[config.mk]
export PLATFORM = sky130hd
export DESIGN_NAME = seg_scan_driver
export DESIGN_NICKNAME = d
export VERILOG_FILES = /design/src/rtl/seg_scan_driver.sv
export SDC_FILE = /design/constraint.sdc
export NUM_CORES = 1
export LEC_CHECK = 0
export ABC_AREA = 1
export CORE_MARGIN = 5
export CORE_UTILIZATION = 51
export CTS_CLUSTER_DIAMETER = 60
export DETAILED_ROUTE_END_ITERATION = 16
export PLACE_DENSITY = 0.73
export SLEW_MARGIN = 5
export SYNTH_ARGS = -nofsm -noshare
export SYNTH_HDL_FRONTEND = slang
export SYNTH_SLANG_ARGS = --single-unit
export TNS_END_PERCENT = 100
[constraint.sdc]
create_clock -name clk -period 2.15 [get_ports clk]
set_clock_uncertainty 0.2 [all_clocks]
set_input_delay 0.215 -clock clk [delete_from_list [all_inputs] [get_ports clk]]
set_output_delay 0.215 -clock clk [all_outputs]
set_load 0.1 [all_outputs]
[src/rtl/seg_scan_driver.sv]
// Time-multiplexed 7-segment scan driver: one-hot digit rotation, frame-synchronous
// double-buffered updates, per-digit enable/blink and 16-level PWM brightness.
module seg_scan_driver #(
  parameter int NUM_DIGITS      = 6,
  parameter int SEG_W           = 8,
  parameter int TICKS_PER_DIGIT = 50000,
  parameter int BLINK_FRAMES    = 250,
  parameter bit SEL_ACTIVE_LOW  = 1'b0
) (
  input  logic                        clk,
  input  logic                        rst,
  input  logic [NUM_DIGITS*SEG_W-1:0] seg_bus,
  input  logic [NUM_DIGITS-1:0]       digit_en,
  input  logic [NUM_DIGITS-1:0]       blink_mask,
  input  logic [3:0]                  bright,
  input  logic                        load,
  output logic                        busy,
  output logic                        upd_done,
  output logic [NUM_DIGITS-1:0]       sel,
  output logic [SEG_W-1:0]            seg,
  output logic                        frame_tick
);

  localparam int SUB_TICKS = TICKS_PER_DIGIT / 16;
  localparam int CNT_W     = $clog2(TICKS_PER_DIGIT);
  localparam int SUBT_W    = $clog2(SUB_TICKS);
  localparam int IDX_W     = $clog2(NUM_DIGITS);
  localparam int FR_W      = $clog2(BLINK_FRAMES + 1);

  localparam logic [CNT_W-1:0]  CNT_LAST  = CNT_W'(TICKS_PER_DIGIT - 1);
  localparam logic [SUBT_W-1:0] SUBT_LAST = SUBT_W'(SUB_TICKS - 1);
  localparam logic [IDX_W-1:0]  IDX_LAST  = IDX_W'(NUM_DIGITS - 1);
  localparam logic [FR_W-1:0]   FR_LAST   = FR_W'(BLINK_FRAMES - 1);

  logic [CNT_W-1:0]  cnt;
  logic [SUBT_W-1:0] sub_tick;
  logic [3:0]        sub;
  logic [IDX_W-1:0]  idx;
  logic [FR_W-1:0]   frame_cnt;
  logic              blink_phase;
  logic              slot_end;

  logic [NUM_DIGITS*SEG_W-1:0] stg_seg, act_seg;
  logic [NUM_DIGITS-1:0]       stg_en, act_en;
  logic [NUM_DIGITS-1:0]       stg_blink, act_blink;
  logic [3:0]                  stg_bright, act_bright;

  logic                  lit;
  logic [NUM_DIGITS-1:0] onehot;

  assign slot_end   = (cnt == CNT_LAST);
  assign frame_tick = slot_end && (idx == IDX_LAST);

  // sub is derived by a prescaler instead of dividing cnt
  always_ff @(posedge clk) begin
    if (!rst) begin
      cnt         <= '0;
      sub_tick    <= '0;
      sub         <= '0;
      idx         <= '0;
      frame_cnt   <= '0;
      blink_phase <= 1'b0;
    end else begin
      if (slot_end) begin
        cnt      <= '0;
        sub_tick <= '0;
        sub      <= '0;
        idx      <= (idx == IDX_LAST) ? '0 : idx + 1'b1;
      end else begin
        cnt <= cnt + 1'b1;
        if (sub_tick == SUBT_LAST) begin
          sub_tick <= '0;
          sub      <= sub + 1'b1;
        end else begin
          sub_tick <= sub_tick + 1'b1;
        end
      end
      if (frame_tick) begin
        if (frame_cnt == FR_LAST) begin
          frame_cnt   <= '0;
          blink_phase <= ~blink_phase;
        end else begin
          frame_cnt <= frame_cnt + 1'b1;
        end
      end
    end
  end

  // A load coinciding with the apply lands in staging after the old copy moves over
  always_ff @(posedge clk) begin
    if (!rst) begin
      stg_seg    <= '1;
      act_seg    <= '1;
      stg_en     <= '0;
      act_en     <= '0;
      stg_blink  <= '0;
      act_blink  <= '0;
      stg_bright <= 4'hF;
      act_bright <= 4'hF;
      busy       <= 1'b0;
      upd_done   <= 1'b0;
    end else begin
      upd_done <= frame_tick && busy;
      if (frame_tick && busy) begin
        act_seg    <= stg_seg;
        act_en     <= stg_en;
        act_blink  <= stg_blink;
        act_bright <= stg_bright;
        busy       <= 1'b0;
      end
      if (load) begin
        stg_seg    <= seg_bus;
        stg_en     <= digit_en;
        stg_blink  <= blink_mask;
        stg_bright <= bright;
        busy       <= 1'b1;
      end
    end
  end

  always_comb begin
    lit    = act_en[idx] && (sub <= act_bright) && !(blink_phase && act_blink[idx]);
    onehot = '0;
    if (lit) onehot[idx] = 1'b1;
  end

  always_ff @(posedge clk) begin
    if (!rst) begin
      sel <= {NUM_DIGITS{SEL_ACTIVE_LOW}};
      seg <= '1;
    end else begin
      sel <= onehot ^ {NUM_DIGITS{SEL_ACTIVE_LOW}};
      seg <= lit ? act_seg[idx*SEG_W +: SEG_W] : '1;
    end
  end

endmodule

==> results.sh, run 1 <==
export IMPL_synthCells=1061
export IMPL_regArea_sq_um=3766
export IMPL_fp_dieW_microns=133.4
export IMPL_hold_class="in -> reg"
export IMPL_tns_ps=0
export IMPL_gp_congestion=0.8245
export IMPL_via_per_inst=5.254
export IMPL_htree_levels=4
export IMPL_yosysSeqAreaShare=0.4849
export IMPL_drv_cap=0
export IMPL_wl_per_cell_microns=13.52
export IMPL_finalWirelength_mm=18.03
export IMPL_multiInputGateArea_sq_um=3485
export IMPL_synth_largest_area_cell="dfxtp_1"
export IMPL_fillers=1302
export IMPL_port_buffers=83
export IMPL_drtPass1Iterations=5
export IMPL_synthTopCellsByArea="dfxtp_1 (48%), nand2_1 (14%), nand3_1 (13%)"
export IMPL_cts_sinks=188
export IMPL_clk_latency_ps=430
export IMPL_critical_path_class="reg -> out"
export IMPL_drt_iter0_markers=535
export IMPL_worstMarginPinSlew_ps=457.1
export IMPL_min_period_over_period=0.9503
export IMPL_layout_min_cycle_time_ps=2043
export IMPL_grt_usage=0.2087
export IMPL_arrival_ps=1630
export IMPL_cellLeakagePower_uw=0.004072
export IMPL_crit_path_top_delay_cell="dfxtp_1"
export IMPL_synth_warnings=0
export IMPL_core_sq_um=15090
export IMPL_clockRootBuffer="clkbuf_16"
export IMPL_syn_nets=1138
export IMPL_drc=0
export IMPL_grt_first_pass_wirelength_mm=30.76
export IMPL_power_density_nw_per_um2=775.8
export IMPL_ir_drop_uv=571.5
export IMPL_detail_route_antenna_nets=0
export IMPL_top_level_ports=84
export IMPL_critPathBufInv=1
export IMPL_reg2reg_depth=10
export IMPL_cts_clk_slew_worst_paths_ps=70
export IMPL_hold_viol=0
export IMPL_insertedDiodeCount=0
export IMPL_yosysUniqueCellTypes=30
export IMPL_cp_start_kind="register"
export IMPL_start_util=0.5143
export IMPL_cp_slowest_stage_delay_ps=380
export IMPL_dp_cells=1302
export IMPL_final_cell_count_no_fill=1334
export IMPL_rows=45
export IMPL_fp_dieH_microns=133.4
export IMPL_antenna_found_initial=0
export IMPL_grt_pass1_vias=6605
export IMPL_crit_required_ps=1740
export IMPL_synth_edf_count=0
export IMPL_dominantRegCellSynth="dfxtp_1"
export IMPL_post_route_util=0.6269
export IMPL_cts_buffers=17
export IMPL_critPathTopFamily="simple AND/OR/NAND/NOR gates"
export IMPL_synth_area_sq_um=7761
export IMPL_grt_overflow=0
export IMPL_crit_chain="ha_4 > nand3_2 > nor2_2 > nand3_1 > nor2_4 > buf_12"
export IMPL_syn2layout_area_growth_pct=21.88
export IMPL_synth_top_area_frac=0.4849
export IMPL_finalMaxSlewViolations=0
export IMPL_cts_tree="done"
export IMPL_vias=7009
export IMPL_fmax_ghz=0.4895
export IMPL_outcome="finished, final reports clean"
export IMPL_fp_dieArea_sq_um=17780
export IMPL_hold_depth=4
export IMPL_clock_path_buffers=2
export IMPL_drive_above_1_share=0.08901
export IMPL_syn_avg_cell_area_sq_um=7.315
export IMPL_nets=1212
export IMPL_rsz0062_at_grt="no"
export IMPL_critical_path_depth=6
export IMPL_finalSetupViolations=0
export IMPL_crit_path_max_fanout=4
export IMPL_final_common_cell="nand2_1"
export IMPL_postSynth_asyncResetShare=0
export IMPL_end_kind="output pin"
export IMPL_synth_seq_cells=188
export IMPL_layout_common_cells="nand2_1 (296), nand3_1 (197), dfxtp_1 (186)"
export IMPL_hpwl_mm=12.26
export IMPL_maxSlewHeadroom=0.6948
export IMPL_grt_max_degree=101
[through the flow]
step	hold slack [ps]	power, uW	setup slack [ps]	area [sq um]
after floorplan	137.1	3906	125.5	7769
after global placement	227.0	4104	277.3	8798
after detailed placement	235.1	4111	186.5	8798
after CTS	80.02	7387	8.601	9433
after global routing	123.2	7603	15.82	9459
final	81.13	7338	106.9	9459
[cell usage after synthesis, drive strengths merged, types with 3 or more instances]
library cell	count
nand2	298
nor2	102
clkbuf	38
nor3	11
dfxtp	188
inv	63
o21ai	34
nand4	18
a21oi	57
nand3	199
ha	10
nor4	3
or2	3
xnor2	5
buf	21
xor2	6
[what timing repair did]
| action | in CTS | in global routing |
|---|---|---|
| setup endpoints to repair | 1 | 49 |
| hold endpoints to repair | 16 | 0 |
| pin swaps | 1 | 1 |
| setup buffers | 1 | 0 |
| resized for setup | 0 | 6 |
| hold buffers | 1 | 0 |
[final timing paths]
| path | end | slack (ps) | start |
|---|---|---|---|
| worst max-delay path | frame_tick | 110 | cnt[0] |
| worst max register to register | act_seg[34] | 190 | cnt[0] |
| worst min-delay path | stg_seg[0] | 80 | load |
| worst min register to register | sub_tick[0] | 240 | sub_tick[0] |
[report_power, final]
group	total (uW)	switching (uW)	leakage, uW	internal [uW]
logic	397	206	0.00224	191
clock network	3300	1350	0.000293	1950
registers	3640	62.0	0.00154	3580
total	7340	1620	0.00407	5720
[sequential cells by signal, summed over array words and instances, names as in the netlist, 8 cells and up]
signal	count
act_seg	48
stg_seg	48
sub_tick	12
seg	8
frame_cnt	8
cnt	16
[worst register-to-register path: cells and delay by family (launching register included)]
kind,cells,cell delay (ps)
fa+ha+maj,1,160
flops,1,380
simple gates,7,860
buf+inv,2,300
[kinds of logic (layout without fill, tap and decap cells)]
kind of cell,after synthesis,in the layout,share of synthesized area
flip-flops,188,188,0.4849
adder cells (fa/ha/maj),10,10,0.01612
buffers and inverters,123,208,0.07029
XOR/XNOR,11,11,0.01241
AND/OR/NAND/NOR,636,636,0.3558
AO/OA/AOI/OAI,93,93,0.06045
[routing by layer]
layer	vias up	part of all wire	GRT usage
met3	29	0.057	0.04909
met4	0	0.016	0.06514
met2	181	0.48	0.3426
met5	-	0	0
li1	3613	-	-
met1	3186	0.44	0.2738
[final cells by class]
type / count / share of cell area
multi-input cells: 750 / 0.3684
repair buffers: 114 / 0.1180
clock buffers: 18 / 0.04537
inverters: 64 / 0.02540
flip-flops and latches: 188 / 0.3981
well taps: 188 / 0.02487
clock inverters: 12 / 0.01984
No activity file was read; power rests on OpenSTA's default activity.
==> run 2, diff against run 1 <==
--- a/config.mk
+++ b/config.mk
@@ -10,7 +10,7 @@
 export CORE_UTILIZATION = 51
 export CTS_CLUSTER_DIAMETER = 60
 export DETAILED_ROUTE_END_ITERATION = 16
-export PLACE_DENSITY = 0.73
+export PLACE_DENSITY = 0.76
 export SLEW_MARGIN = 5
 export SYNTH_ARGS = -nofsm -noshare
 export SYNTH_HDL_FRONTEND = slang
==> constraint.sdc (replaced) <==
create_clock -name clk -period 1.75 [get_ports clk]
set_clock_uncertainty 0.2 [all_clocks]
set_input_delay 0.175 -clock clk [delete_from_list [all_inputs] [get_ports clk]]
set_output_delay 0.175 -clock clk [all_outputs]
set_load 0.1 [all_outputs]
==> run 2 against run 1 <==
Setup slack lost 430 ps. Largest power group unchanged. Flip-flop and latch count is the same. Largest cell class is now multi-input gates. Clock-buffer cell count grew 2. Critical endpoint is now seg[5]. The flow now finishes with violations (negative setup slack). Highest routed layer unchanged. Die area is the same.
==> results.sh, run 2 (synthesis gave the netlist of run 1 again) <==
export IMPL_syn2layout_area_growth_pct=42.75
export IMPL_wl_per_cell_microns=17.71
export IMPL_end_kind="register"
export IMPL_hold_viol=0
export IMPL_drtPass1Iterations=7
export IMPL_p_sw_uw=2183
export IMPL_p_int_uw=6625
export IMPL_ir_drop_uv=786.8
export IMPL_failed_checks="negative setup slack"
export IMPL_insertedDiodeCount=0
export IMPL_critical_path_class="reg -> reg"
export IMPL_cp_start_kind="register"
export IMPL_cts_clk_slew_worst_paths_ps=80
export IMPL_via_per_inst=5.692
export IMPL_crit_path_max_fanout=9
export IMPL_critPathTopFamily="compound AO/OA/AOI/OAI gates"
export IMPL_grt_pass1_vias=7309
export IMPL_crit_chain="buf_4 > buf_4 > nor2_1 > nor2_1 > o21ai_0 > nand2_1 > a21oi_1 > nand3_1"
export IMPL_htree_levels=4
export IMPL_power_frac_comb=0.064
export IMPL_fp_dieH_microns=133.4
export IMPL_crit_required_ps=1850
export IMPL_arrival_ps=2170
export IMPL_hold_class="in -> reg"
export IMPL_worstReg2RegStart="idx[0]"
export IMPL_drc=0
export IMPL_critPathBufInv=2
export IMPL_port_buffers=83
export IMPL_drt_iter0_markers=935
export IMPL_grt_max_degree=61
export IMPL_rsz0062_at_grt="yes"
export IMPL_post_route_util=0.7342
export IMPL_grt_first_pass_wirelength_mm=34.46
export IMPL_drv_cap=0
export IMPL_fillers=1057
export IMPL_outcome="finished, violations left"
export IMPL_fp_dieW_microns=133.4
export IMPL_layout_common_cells="nand2_1 (245), dfxtp_1 (172), nand3_1 (159)"
export IMPL_top_level_ports=84
export IMPL_cp_slowest_stage_delay_ps=410
export IMPL_grt_usage=0.2366
export IMPL_core_sq_um=15090
export IMPL_clockRootBuffer="clkbuf_16"
export IMPL_antenna_found_initial=0
export IMPL_cts_buffers=17
export IMPL_hp_start="load"
export IMPL_grt_overflow=0
export IMPL_power_frac_clock=0.428
export IMPL_rows=45
export IMPL_drive_above_1_share=0.2588
export IMPL_fmax_ghz=0.4822
export IMPL_start_util=0.5143
export IMPL_setup_ws_ps=-323.7
export IMPL_nets=1281
export IMPL_clk_latency_ps=440
export IMPL_vias=7997
export IMPL_finalWirelength_mm=24.88
export IMPL_finalSetupViolations=115
export IMPL_crit_path_top_delay_cell="a21oi_1"
export IMPL_largest_registers="act_seg (48), stg_seg (48), cnt (16)"
export IMPL_maxSlewHeadroom=0.6701
export IMPL_gp_congestion=0.8445
export IMPL_startpoint="idx[0]"
export IMPL_hpwl_mm=12.81
export IMPL_min_period_over_period=1.185
export IMPL_swShare=0.2479
export IMPL_cts_tree="done"
export IMPL_clock_path_buffers=2
export IMPL_fin_hold_ws_ps=82.04
export IMPL_worstMarginPinSlew_ps=491.1
export IMPL_fp_dieArea_sq_um=17780
export IMPL_power_frac_seq=0.508
export IMPL_cts_sinks=188
export IMPL_layout_min_cycle_time_ps=2074
export IMPL_detail_route_antenna_nets=0
export IMPL_final_common_cell="nand2_1"
export IMPL_totalPowerFinal_uw=8809
export IMPL_cellLeakagePower_uw=0.004655
export IMPL_finalMaxSlewViolations=0
export IMPL_power_density_nw_per_um2=795.1
==> run 2: timing repair <==
action / CTS / global route
setup buffers: 19 / 6
cloned: 8 / 6
resized for setup: 46 / 160
pin swaps: 8 / 35
setup endpoints to repair: 84 / 125
hold endpoints to repair: 1 / 0
hold buffers: 1 / 0
==> run 2: worst reg2reg max path, stage by stage (launching register included) <==
cell	delay (ps)
dfxtp_4	360
buf_4	170
buf_4	190
nor2_1	120
nor2_1	40
o21ai_0	140
nand2_1	150
a21oi_1	410
nand3_1	160
==> run 2: through the flow <==
| stage | cells | setup TNS (ps) | worst slack [ps] | instance area (sq um) |
|---|---|---|---|---|
| floorplan | 1061 | -503.7 | -17.03 | 7810 |
| CTS | 1399 | -11710 | -204.2 | 10430 |
| global route | 1405 | -25780 | -336.5 | 11080 |
| detailed placement | 1339 | -4751 | -112.2 | 9319 |
| finish | 1405 | -16750 | -323.7 | 11080 |
| global placement | 1339 | -2120 | -82.14 | 9319 |
==> run 2: power groups by stage <==
stage | Sequential (uW) | Clock [uW] | Combinational (uW)
floorplan | 4550 | 0 | 253
global placement | 4560 | 0 | 502
detailed placement | 4560 | 0 | 510
CTS | 4460 | 3780 | 530
global route | 4480 | 3950 | 616
finish | 4470 | 3770 | 563
==> run 2: area by class of cell <==
type                       count  area, sq um  share of cell area
tap                          188        235.2             0.02123
inverter                      64        260.3             0.02349
clock buffer                  20        456.7             0.04122
sequential                   188         3789              0.3420
multi-input combinational    750         4051              0.3657
timing repair buffer         183         2172              0.1960
clock inverter                12        115.1             0.01039
==> run 2: worst paths after layout <==
check             depth (start not counted)  slack (ps)             to
hold / removal                            4          80  stg_bright[0]
setup reg to reg                          8        -320         seg[5]
setup / recovery                          8        -320         seg[5]
hold reg to reg                           2         260  act_bright[3]
==> run 2: per-layer routing <==
layer | track usage | vias to the layer above | part of all wire
met5 | 0 | - | 0
met4 | 0.09371 | 0 | 0.052
met3 | 0.04796 | 110 | 0.072
met2 | 0.4207 | 394 | 0.50
met1 | 0.2799 | 3745 | 0.38
li1 | - | 3748 | -
==> run 3, diff against run 2 <==
--- a/config.mk
+++ b/config.mk
@@ -10,7 +10,9 @@
 export CORE_UTILIZATION = 51
 export CTS_CLUSTER_DIAMETER = 60
 export DETAILED_ROUTE_END_ITERATION = 16
+export HOLD_SLACK_MARGIN = 0.02
 export PLACE_DENSITY = 0.76
+export REMOVE_ABC_BUFFERS = 1
 export SLEW_MARGIN = 5
 export SYNTH_ARGS = -nofsm -noshare
 export SYNTH_HDL_FRONTEND = slang
==> run 3 against run 2 <==
The run still ends with negative setup slack left. Via count fell by 1.3%. First-iteration DRC count fell by 5.3%. Setup slack improved by 30 ps. Flip-flop and latch count did not move. Largest power group unchanged. Largest cell class unchanged.
==> results.sh, run 3 (synthesis gave the netlist of run 1 again) <==
export IMPL_outcome="finished, violations left"
export IMPL_failed_checks="negative setup slack"
export IMPL_drc=0
export IMPL_largest_registers="act_seg (48), stg_seg (48), cnt (16)"
export IMPL_post_route_util=0.7343
export IMPL_p_int_uw=6847
export IMPL_clockRootBuffer="clkbuf_16"
export IMPL_start_util=0.5143
export IMPL_rsz0062_at_grt="yes"
export IMPL_drtPass1Iterations=5
export IMPL_drv_cap=0
export IMPL_grt_first_pass_wirelength_mm=36.03
export IMPL_fillers=1034
export IMPL_fmax_ghz=0.4893
export IMPL_cts_clk_slew_worst_paths_ps=70
export IMPL_nets=1292
export IMPL_ir_drop_uv=666.6
export IMPL_via_per_inst=5.574
export IMPL_power_frac_comb=0.061
export IMPL_totalPowerFinal_uw=8905
export IMPL_cts_sinks=188
export IMPL_end_kind="register"
export IMPL_fin_hold_ws_ps=112.3
export IMPL_worstMarginPinSlew_ps=610.7
export IMPL_fp_dieW_microns=133.4
export IMPL_grt_max_degree=104
export IMPL_power_frac_seq=0.502
export IMPL_place_area_sq_um=9339
export IMPL_top_level_ports=84
export IMPL_grt_pass1_vias=7569
export IMPL_htree_levels=4
export IMPL_power_frac_clock=0.437
export IMPL_wl_per_cell_microns=16.60
export IMPL_cellLeakagePower_uw=0.004745
export IMPL_power_density_nw_per_um2=803.7
export IMPL_hpwl_mm=12.52
export IMPL_grt_overflow=0
export IMPL_syn2layout_area_growth_pct=42.77
export IMPL_layout_common_cells="nand2_1 (262), nand3_1 (175), dfxtp_1 (174)"
export IMPL_critical_path_class="reg -> reg"
export IMPL_grt_usage=0.2475
export IMPL_finalWirelength_mm=23.50
export IMPL_cts_buffers=17
export IMPL_swShare=0.2312
export IMPL_fp_dieArea_sq_um=17780
export IMPL_rows=45
export IMPL_finalMaxSlewViolations=0
export IMPL_final_common_cell="nand2_1"
export IMPL_drt_iter0_markers=885
export IMPL_detail_route_antenna_nets=0
export IMPL_drive_above_1_share=0.2288
export IMPL_clk_latency_ps=430
export IMPL_insertedDiodeCount=0
export IMPL_fp_dieH_microns=133.4
export IMPL_vias=7893
export IMPL_maxSlewHeadroom=0.5929
export IMPL_finalSetupViolations=120
export IMPL_final_area_sq_um=11080
export IMPL_crit_path_max_fanout=9
export IMPL_antenna_found_initial=0
export IMPL_layout_min_cycle_time_ps=2044
export IMPL_setup_ws_ps=-293.7
export IMPL_crit_required_ps=1900
export IMPL_cp_start_kind="register"
export IMPL_p_sw_uw=2059
export IMPL_min_period_over_period=1.168
export IMPL_core_sq_um=15090
export IMPL_hold_viol=0
export IMPL_cts_tree="done"
export IMPL_gp_congestion=0.8701
export IMPL_port_buffers=83
export IMPL_hold_class="in -> reg"
export IMPL_arrival_ps=2200
export IMPL_clock_path_buffers=2
run 3: cell count changes in the layout (fill, tap and decap cells not counted), sizes merged, moves of 2 or more:
cell	before	now
clkbuf	26	21
buf	112	123
bufbuf	0	4
bufinv	0	2
clkinvlp	0	2
clkinv	5	7
inv	71	65
run 3: power by group through the flow:
| stage | combinational (uW) | clock, uW | sequential, uW |
|---|---|---|---|
| finish | 541 | 3890 | 4470 |
| global route | 600 | 4100 | 4480 |
| CTS | 528 | 3910 | 4460 |
| detailed placement | 515 | 0 | 4560 |
| global placement | 503 | 0 | 4550 |
| floorplan | 170 | 0 | 4570 |
run 3: metal layers:
layer | up-vias | share of wire | track usage
met1 | 3720 | 0.39 | 0.2967
li1 | 3774 | - | -
met3 | 79 | 0.065 | 0.05740
met5 | - | 0 | 0
met4 | 0 | 0.043 | 0.1160
met2 | 320 | 0.50 | 0.4213
run 3: worst paths after layout:
check / cells past startpoint / slack [ps] / start / end
max reg2reg: 11 / -290 / cnt[13] / act_blink[2]
min reg2reg: 1 / 250 / sub_tick[0] / sub_tick[0]
min: 3 / 110 / seg_bus[9] / stg_seg[9]
max: 11 / -290 / cnt[13] / act_blink[2]
run 3: layout make-up:
class                      instances  area (sq um)  area share
multi-input combinational        750          3864      0.3487
clock inverter                    12         136.4     0.01231
tap                              188         235.2     0.02123
sequential                       188          3781      0.3412
clock buffer                      20         456.7     0.04122
inverter                          64         250.2     0.02258
timing repair buffer             194          2357      0.2127
run 3: repair_timing:
item                                   CTS  global route
setup endpoints to repair              123           125
buffers inserted                        19             7
pin swaps                               15            26
hold buffers                             2             0
gates cloned                            12             1
gates resized for setup                 55            94
endpoints found under the hold margin   24             0
run 3: through the flow:
step	setup TNS [ps]	std cells	setup slack (ps)
CTS	-8757	1410	-192.1
global route	-29190	1416	-396.8
detailed placement	-15980	1345	-226.5
finish	-17800	1416	-293.7
floorplan	-163420	1002	-2206
global placement	-5885	1345	-103.0
run 3: critical path, cell delays in order (launching register included):
cell and delay, ps:
dfxtp_2 320, inv_2 60, buf_4 100, nand2_1 50, nor2_2 130, nand2_1 130, nor2_4 200, buf_4 170
buf_4 120, buf_6 130, nand4_1 130, a21oi_1 220
